## src/rtl/fetch_stage.sv

```systemverilog
// Instruction-fetch stage and IF/ID register for the pipelined LC-3b core.
// Define FETCH_PERF_EN to add the perf_fetched / perf_bubbles counters.
package fetch_pkg;
  typedef logic [15:0] lc3b_word;
endpackage

module fetch_stage
  import fetch_pkg::*;
#(
  parameter logic [15:0] RESET_PC = 16'h0000
) (
  input  logic        clk,
  input  logic        rst,
  output logic        icache_read,
  output logic [15:0] icache_address,
  input  logic [15:0] icache_rdata,
  input  logic        icache_resp,
  input  logic        stall,
  input  logic        redirect,
  input  logic [15:0] redirect_pc,
  output logic        if_valid,
  output lc3b_word    if_ir,
  output logic [15:0] if_pc
`ifdef FETCH_PERF_EN
  ,
  output logic [31:0] perf_fetched,
  output logic [31:0] perf_bubbles
`endif
);

  typedef enum logic [1:0] {S_REQ, S_HOLD, S_DRAIN} state_t;

  state_t      state, state_d;
  logic [15:0] pc_reg, pend_pc, hold_pc, pc_inc;
  lc3b_word    hold_ir;
  logic        load;
  lc3b_word    load_ir;
  logic [15:0] load_pc;

  assign pc_inc = pc_reg + 16'd2;

  always_ff @(posedge clk) begin
    if (rst) state <= S_REQ;
    else     state <= state_d;
  end

  always_comb begin
    state_d = state;
    case (state)
      S_REQ: begin
        if (icache_resp) begin
          if (!redirect && stall) state_d = S_HOLD;
        end else if (redirect) begin
          state_d = S_DRAIN;
        end
      end
      S_HOLD:  if (redirect || !stall) state_d = S_REQ;
      S_DRAIN: if (icache_resp) state_d = S_REQ;
      default: state_d = S_REQ;
    endcase
  end

  // A load into IF/ID happens either straight from the cache or from the hold buffer.
  always_comb begin
    icache_read    = 1'b0;
    icache_address = pc_reg;
    load           = 1'b0;
    load_ir        = hold_ir;
    load_pc        = hold_pc;
    case (state)
      S_REQ: begin
        icache_read = !rst;
        if (icache_resp && !redirect && !stall) begin
          load    = 1'b1;
          load_ir = icache_rdata;
          load_pc = pc_inc;
        end
      end
      S_HOLD:  load = !redirect && !stall;
      S_DRAIN: icache_read = !rst;
      default: icache_read = 1'b0;
    endcase
  end

  always_ff @(posedge clk) begin
    if (rst) begin
      pc_reg  <= RESET_PC;
      pend_pc <= 16'h0000;
      hold_ir <= 16'h0000;
      hold_pc <= 16'h0000;
    end else begin
      case (state)
        S_REQ: begin
          if (icache_resp) begin
            if (redirect) begin
              pc_reg <= redirect_pc;
            end else begin
              pc_reg <= pc_inc;
              if (stall) begin
                hold_ir <= icache_rdata;
                hold_pc <= pc_inc;
              end
            end
          end else if (redirect) begin
            pend_pc <= redirect_pc;
          end
        end
        S_HOLD: if (redirect) pc_reg <= redirect_pc;
        S_DRAIN: begin
          // A redirect coinciding with the drain response is newer than pend_pc.
          if (icache_resp)   pc_reg  <= redirect ? redirect_pc : pend_pc;
          else if (redirect) pend_pc <= redirect_pc;
        end
        default: pc_reg <= pc_reg;
      endcase
    end
  end

  always_ff @(posedge clk) begin
    if (rst) begin
      if_valid <= 1'b0;
      if_ir    <= 16'h0000;
      if_pc    <= 16'h0000;
    end else if (redirect) begin
      if_valid <= 1'b0;
    end else if (!stall) begin
      if_valid <= load;
      if (load) begin
        if_ir <= load_ir;
        if_pc <= load_pc;
      end
    end
  end

`ifdef FETCH_PERF_EN
  logic bubble;
  assign bubble = !stall && !load;

  always_ff @(posedge clk) begin
    if (rst) begin
      perf_fetched <= 32'd0;
      perf_bubbles <= 32'd0;
    end else begin
      if (load && perf_fetched != 32'hFFFF_FFFF)   perf_fetched <= perf_fetched + 32'd1;
      if (bubble && perf_bubbles != 32'hFFFF_FFFF) perf_bubbles <= perf_bubbles + 32'd1;
    end
  end
`endif

endmodule

```

## config.mk

```make
export PLATFORM = sky130hd
export DESIGN_NAME = fetch_stage
export DESIGN_NICKNAME = d
export VERILOG_FILES = /design/src/rtl/fetch_stage.sv
export SDC_FILE = /design/constraint.sdc
export NUM_CORES = 1
export LEC_CHECK = 0
export CORE_ASPECT_RATIO = 1.25
export CORE_MARGIN = 2
export CORE_UTILIZATION = 40
export CTS_BUF_LIST = sky130_fd_sc_hd__clkbuf_16
export CTS_CLUSTER_SIZE = 25
export DETAILED_ROUTE_END_ITERATION = 7
export GPL_ROUTABILITY_DRIVEN = 0
export SKIP_CTS_REPAIR_TIMING = 1
export SLEW_MARGIN = 20
export SYNTH_ARGS = -nofsm -noshare
export SYNTH_HDL_FRONTEND = slang
export SYNTH_SLANG_ARGS = --single-unit
```

## constraint.sdc

```tcl
create_clock -name clk -period 2.24 [get_ports clk]
set_input_delay 0.448 -clock clk [delete_from_list [all_inputs] [get_ports clk]]
set_output_delay 0.448 -clock clk [all_outputs]
set_load 0.02 [all_outputs]
```

# Yosys cells after proc, flatten, opt, wreduce, memory -nomap -nowiden
# Index checks and enable logic that the tools add are counted.
[totals]
ff_bits = 99
elab_cells = 56
mem_count = 0
latchBits = 0
mem_bits_ro = 0
ram_bits = 0
[op_classes]
n_eq_ne = 8
div_mod_pow = 0
multipliers = 0
bitwise = 3
n_addsub = 1
reduce_logical = 17
n_mux = 19
magnitude_cmp = 0
shift = 0
[op_table]
columns = ["op", "n"]
rows = [
  ["two-way mux 16 bit", 9],
  ["case mux 16 bit (3 select lines)", 1],
  ["adder 16 x 2 -> 16 bit, second input constant", 1],
  ["AND reduction 4 bit", 3],
  ["two-way mux 2 bit", 5],
  ["!= test 2 bit, second input constant", 4],
  ["!= test 3 bit, second input constant", 2],
  ["case mux 2 bit (3 select lines)", 1],
  ["logical AND 1 bit", 4],
  ["OR reduction 2 bit", 2],
  ["logical NOT 1 bit", 3],
  ["NOT 1 bit", 3],
  ["AND reduction 3 bit", 1],
  ["nonzero test 3 bit", 1],
  ["equality test 2 x 1 -> 1 bit, second input constant", 1],
  ["equality test 2 bit, second input constant", 1],
  ["logical NOT 2 bit", 1],
  ["two-way mux 1 bit", 2],
  ["case mux 1 bit (2 select lines)", 1],
  ["AND reduction 2 bit", 1],
  ["logical OR 1 bit", 1],
]

# Depth between registers and ports, before layout
# Gate-level depths: netlist (run 1).
[depth]
depth_word = 6
ltp_mapped = 9

# Worst setup path after synthesis (run 1)
# OpenSTA, ideal clock, no wires.
[synth_path]
path_kind = "register to register"
start = "reg state[0]"
end = "reg pc_reg[15] (netlist: icache_address[15])"
required_ns = 2.118
setup_slack_ns = 0.338
t_arrival_ns = 1.780
setup_time_ns = 0.122
stages_incl_launch_ff = 9
synth_period_minus_slack_ns = 1.902
path_cell_list = "dfxtp_1 -> inv_1 -> ha_1 -> o21ba_2 -> a211o_1 -> buf_2 -> and3_1 -> nor4_1 -> nor2_1"
[synth_via]
elab_chain_len = 3
[synth_rtl]
columns = ["item", "line", "text"]
rows = [
  ["from (decl)", "33", "state_t state, state_d;"],
  ["from (signal assigned)", "44", "else state <= state_d;"],
  ["equality test 2 x 1 -> 1 bit, or another cell as far along", "92", "case (state)"],
  ["!= test 2 bit (no source line) or nonzero test 3 bit (tied branches)", "-", ""],
  ["AND reduction 4 bit (no source line)", "-", ""],
  ["to (signal assigned)", "96", "pc_reg <= redirect_pc;"],
  ["to (signal assigned)", "98", "pc_reg <= pc_inc;"],
  ["to (signal assigned)", "108", "S_HOLD: if (redirect) pc_reg <= redirect_pc;"],
  ["to (decl)", "34", "logic [15:0] pc_reg, pend_pc, hold_pc, pc_inc;"],
]
# Parallel ways exist; a longest one is shown, timed or not.
# A chain may end at the register's enable or synchronous reset.

# Worst setup path in the final report (run 1)
[layout_path]
start = "reg pc_reg[5] (netlist: icache_address[5])"
end = "out icache_address[5]"
[layout_rtl]
columns = ["item", "line", "text"]
rows = [
  ["to (decl)", "15", "output logic [15:0] icache_address,"],
]
# No word-level cell between the ends.

==> run summary, run 1 <==
Seq/Total Area, Yosys: 44.7%
Worst EP required: 1.79 ns
Tmin final: 2.03 ns
Worst path slowest cell: clkdlybuf4s50_1
final hold vios: 0
Pre-Repair DR Iteration Count: 8
# rows: 43
largest net degree at the start of global routing: 86
Total GRT Usage: 21.9%
Final Skew: 0.00637 ns
CTS buffer count: 9
worst vdd ir: 471 uV
clk root buf: clkbuf_16
Setup Viol. Count Final: 0
outcome: complete, no violations
HP Class: register to register
share of layout cells above drive strength 1: 9.48%
total gr overflow: 0
Slew HR: 41.0%
num ports: 87
max cap viols: 0
CP top delay family: buffers and inverters
vias in the first global route: 4198
Worst Path Buf+Inv: 1
Clock transition at path regs: 0.07 ns
Internal: 0.00343 W
mean post-synth cell area: 8.38 um2
Routed WL per cell: 17.3 um
Std-Cell Core Area: 0.0110 mm2
P per Cell Area: 906 mW/mm2
synthesized flop and latch total: 99
Comb pwr share: 32.1%
Slew @ Worst Pin: 0.885 ns
fill count: 1048
YS warnings: 0
switching power: 0.00183 W
Vias/cell: 5.72
Initial Utilization: 40.4%
Arr. time, crit path: 1.59 ns
commonest non-fill, non-tap cell in the layout: dfxtp_1
Layout area overhead: 30.9%
asr flop ratio synth: 0%
clk sinks: 99
Max clock buf depth: 2
RSZ-0062 raised after global routing: false
ys flop type: dfxtp_1
first-pass GRT wire length: 21.3 mm
Leak: 2.08 nW
Distinct cells, synth: 58
Iter 0 DRT Violations: 315
Syn Nets: 571
DIE AREA: 0.0119 mm2
Setup CP Type: register to output pin
synthesized area: 0.00443 mm2
Net Sw Frac: 34.7%
DP HPWL: 8.69 mm
Worst setup SP type: register
H-tree levels: 3
final max-slew violation count: 0
Post-synth EDFFs: 0
n_diodes: 0
buffers added on ports: 86
period utilisation layout: 90.8%
CP endpoint kind: output pin
Die H: 122 um
Residual DRC: 0
Final ANT Viol Nets: 0
CTS tree: built
commonest cells after routing, fill and taps aside: 99 x dfxtp_1, 84 x clkdlybuf4s50_1, 80 x nand2_1
fmax: 491 MHz
CP Cell Sequence: clkdlybuf4s50_1
routed via count: 4270
hold_ws: 0.455 ns
sequential cell fraction of total power: 40.8%
Syn Inst Count: 529
worst skew pair latency: 0.34 ns
CP max FO: 8
Clk network pwr share: 27.2%
initial antenna violation count: 0
Net count, final: 649
Total Wirelength: 12.9 mm
Core Util, Final: 52.9%
die width: 98.2 um
Critical Path Max Stage Delay: 0.69 ns
[per-layer routing]
metal | global-route usage, % | routed length, um | vias to the layer above
li1 | - | - | 2081
met3 | 5.05 | 1030 | 16
met4 | 7.11 | 223 | 0
met2 | 35.6 | 6090 | 162
met5 | 0 | 0 | -
met1 | 29.1 | 5580 | 2011
[layout make-up]
type / instances / area, um2 / area share [%]
clock buffer: 9 / 225 / 3.88
clock inverter: 7 / 42.5 / 0.733
inverter: 8 / 30.0 / 0.517
multi-input combinational: 376 / 2230 / 38.4
sequential: 99 / 1980 / 34.2
tap: 135 / 169 / 2.91
timing repair buffer: 113 / 1120 / 19.4
[power by group through the flow]
stage               clock network, W  logic [W]  registers (W)
global route                 0.00153    0.00184        0.00217
finish                       0.00143    0.00169        0.00214
global placement                   0    0.00165        0.00218
detailed placement                 0    0.00167        0.00218
CTS                          0.00146    0.00169        0.00214
floorplan                          0   0.000913        0.00225
[state kept, by name, summed over array words and instances, names as in the netlist]
name	flops
if_valid	1
pend_pc	16
icache_address	16
if_ir	16
if_pc	16
state	2
hold_ir	16
hold_pc	16
[path summary, 6_finish.rpt]
kind,from,endpoint,slack [ns],cells after the start
worst max-delay path,icache_address[5]$_SDFFE_PP0P_,icache_address[5],0.21,1
worst min-delay path,hold_ir[10]$_SDFFE_PP0P_,hold_ir[10]$_SDFFE_PP0P_,0.46,2
worst max register to register,state[1]$_SDFFE_PP0P_,icache_address[8]$_SDFFE_PP0P_,0.28,7
worst min register to register,hold_ir[10]$_SDFFE_PP0P_,hold_ir[10]$_SDFFE_PP0P_,0.46,2
[kinds of logic after synthesis]
family	after synthesis	share of synthesized area [%]
mux	6	1.38
buf+inv	54	5.30
fa+ha+maj	5	1.41
flops	99	44.7
compound gates	154	24.7
xor+xnor	13	2.57
simple gates	198	19.9
[through the flow]
step / cells / setup slack, ns / cell area (um2) / TNS [ns] / total power, W
final: 747 / 0.205 / 5800 / 0 / 0.00526
after global routing: 747 / 0.117 / 5800 / 0 / 0.00554
after CTS: 747 / -0.130 / 5800 / -0.130 / 0.00529
after detailed placement: 731 / 0.0462 / 5530 / 0 / 0.00385
after global placement: 731 / 0.0287 / 5530 / 0 / 0.00383
after floorplan: 529 / 0.338 / 4430 / 0 / 0.00316
[cell usage after synthesis, types with 7 or more instances]
library cell / count / area share, %
dfxtp_1: 99 / 45
o21ai_0: 11 / 1.2
buf_2: 17 / 1.9
clkbuf_1: 26 / 2.2
a21oi_1: 62 / 7.0
nor2_1: 61 / 5.2
nor3_1: 15 / 1.7
nand3_1: 19 / 2.1
inv_1: 7 / 0.59
nand2_1: 80 / 6.8
xnor2_1: 9 / 1.8
a222oi_1: 28 / 6.3
a221oi_1: 10 / 2.0
a211oi_1: 7 / 1.2
Power figures use the tool's default switching activity.
==> run 2: changes to the inputs <==
Settings changed: PLACE_DENSITY from default to 0.74.
==> run 2 against run 1 <==
  * Flip-flop and latch count stayed put
  * Clock skew decreased by 0.0022 ns
  * Fmax is 2.7% lower
  * Clock power grew 3%
  * Cell count fell by 0.67%
  * Sequential share of layout area up 0.24 points
  * Critical path type is now register to register
  * Sequential power hardly changed
  * Via count up 2.0%
  * Power rose by 0.33%
==> run summary, run 2 (synthesis gave the netlist of run 1 again) <==
Net Sw Frac: 35.3% (+0.57 points)
# rows: 43 (unchanged)
Critical R2R Capture: icache_address[11]$_SDFFE_PP0P_
DIE AREA: 0.0119 mm2 (unchanged)
final setup margin: 0.148 ns (-0.0570 ns)
max cap viols: 0 (unchanged)
RR Startpoint: state[0]$_SDFFE_PP0P_
CP Cell Sequence: inv_1, ha_2, o21ba_2, a211o_1, buf_4, a211o_1, a21oi_1
Setup Viol. Count Final: 0 (unchanged)
Total GRT Usage: 21.0% (-0.96 points)
Worst setup SP type: register
Internal: 0.00341 W (-0.54%)
outcome: complete, no violations
period utilisation layout: 93.4% (+2.5 points)
sequential cell fraction of total power: 41.0% (+0.2 points)
CP dominant cell by count: a211o_1
Comb pwr share: 31.2% (-0.9 points)
Initial Utilization: 40.4% (unchanged)
initial antenna violation count: 0 (unchanged)
HP Class: register to register
Max clock buf depth: 2 (unchanged)
n_diodes: 0 (unchanged)
Arr. time, crit path: 2.36 ns (+0.77 ns)
Tmin final: 2.09 ns (+0.0570 ns)
switching power: 0.00186 W (+2.0%)
Net count, final: 644 (-0.77%)
Setup CP Type: register to register
Slew @ Worst Pin: 0.877 ns (-0.00794 ns)
CTS buffer count: 9 (unchanged)
commonest non-fill, non-tap cell in the layout: dfxtp_1
Final ANT Viol Nets: 0 (unchanged)
Slew HR: 41.5% (+0.53 points)
Total Wirelength: 12.8 mm (-1.1%)
CTS tree: built
Critical Path Max Stage Delay: 0.46 ns (-0.23 ns)
hold_sp: hold_ir[8]$_SDFFE_PP0P_
Vias/cell: 5.87 (+2.7%)
end point of the worst hold path: hold_ir[8]$_SDFFE_PP0P_
Die H: 122 um (unchanged)
Routed WL per cell: 17.2 um (-0.47%)
Worst path slowest cell: dfxtp_1
Leak: 2.05 nW (-1.5%)
post-layout instance area: 0.00576 mm2 (-0.71%)
H-tree levels: 3 (unchanged)
Worst EP required: 2.51 ns (+0.72 ns)
hold depth: 2 (unchanged)
DP HPWL: 8.59 mm (-1.1%)
final max-slew violation count: 0 (unchanged)
power consumption: 0.00528 W (+0.33%)
Clk network pwr share: 27.8% (+0.6 points)
CP endpoint kind: register
buffers added on ports: 86 (unchanged)
vias in the first global route: 4196 (-0.048%)
Std-Cell Core Area: 0.0110 mm2 (unchanged)
clk root buf: clkbuf_16
internal reg-to-reg setup slack: 0.15 ns (-0.13 ns)
final hold vios: 0 (unchanged)
num ports: 87 (unchanged)
worst vdd ir: 465 uV (-1.4%)
Pre-Repair DR Iteration Count: 6 (-2)
CP max FO: 11 (+3)
P per Cell Area: 916 mW/mm2 (+1.0%)
share of layout cells above drive strength 1: 8.90% (-0.58 points)
Residual DRC: 0 (unchanged)
Worst R2R Path Depth: 7 (unchanged)
dpl cell area: 0.00548 mm2 (-0.91%)
Iter 0 DRT Violations: 415 (+32%)
fmax: 478 MHz (-2.7%)
largest net degree at the start of global routing: 86 (unchanged)
clk sinks: 99 (unchanged)
routed via count: 4354 (+2.0%)
Clock transition at path regs: 0.07 ns (about the same)
Final Skew: 0.00417 ns (-0.00221 ns)
commonest cells after routing, fill and taps aside: 99 x dfxtp_1, 84 x clkdlybuf4s50_1, 79 x nand2_1
die width: 98.2 um (unchanged)
worst slack, placed: -0.0851 ns (-0.131 ns)
worst skew pair latency: 0.35 ns (about the same)
Layout area overhead: 29.9%
total gr overflow: 0 (unchanged)
first-pass GRT wire length: 20.5 mm (-3.5%)
run 2: cell count changes in the layout (fill, tap and decap cells not counted), sizes merged:
cell,delta
clkinv,-2
buf,-5
clkinvlp,+1
inv,+1
run 2: worst max path at each step:
stage / from / endpoint / slack (ns) / cells past startpoint
3_5_place_dp: redirect / icache_address[11]$_SDFFE_PP0P_ / -0.09 / 6
3_3_place_gp: redirect / icache_address[11]$_SDFFE_PP0P_ / -0.02 / 6
2_1_floorplan: state[0]$_SDFFE_PP0P_ / icache_address[15]$_SDFFE_PP0P_ / 0.34 / 8
4_1_cts: state[0]$_SDFFE_PP0P_ / icache_read / -0.17 / 5
6_report: state[0]$_SDFFE_PP0P_ / icache_address[11]$_SDFFE_PP0P_ / 0.15 / 7
5_1_grt: state[0]$_SDFFE_PP0P_ / icache_address[15]$_SDFFE_PP0P_ / -0.004 / 7
run 2: routing by layer:
layer  share of wire (%)  GRT usage (%)  vias to the layer above
li1                    -              -                     2070
met5                   0              0                        -
met2                  50           35.6                      168
met3                 6.5           3.56                       24
met4                 2.2           9.25                        0
met1                  41           26.3                     2092
run 2: through the flow:
| step | TNS [ns] | utilization (%) | hold WS (ns) | instances |
|---|---|---|---|---|
| floorplan | 0 | - | 0.434 | 529 |
| global placement | -0.0402 | 49.9 | 0.442 | 726 |
| detailed placement | -0.987 | 49.9 | 0.448 | 726 |
| CTS | -0.168 | 52.4 | 0.458 | 742 |
| global route | -0.00430 | 52.5 | 0.472 | 742 |
| finish | 0 | 52.5 | 0.457 | 742 |
run 2: final cells by class:
type	count	area, um2
Tap cell	135	169
Fill cell	1041	5210
Inverter	8	30.0
Multi-Input combinational cell	376	2230
Clock buffer	9	225
Sequential cell	99	1980
Clock inverter	7	48.8
Timing Repair Buffer	108	1070
run 2: critical path, delay by kind of cell, from the launching register on:
family	cells	cell delay, ns
AO/OA/AOI/OAI	4	0.97
flip-flops	1	0.46
buffers and inverters	2	0.32
adder cells (fa/ha/maj)	1	0.26
run 2: power groups by stage:
stage	sequential [W]	clock (W)	combinational, W
detailed placement	0.00219	0	0.00163
CTS	0.00216	0.00148	0.00164
floorplan	0.00225	0	0.000913
global placement	0.00219	0	0.00159
global route	0.00219	0.00154	0.00179
finish	0.00216	0.00147	0.00165
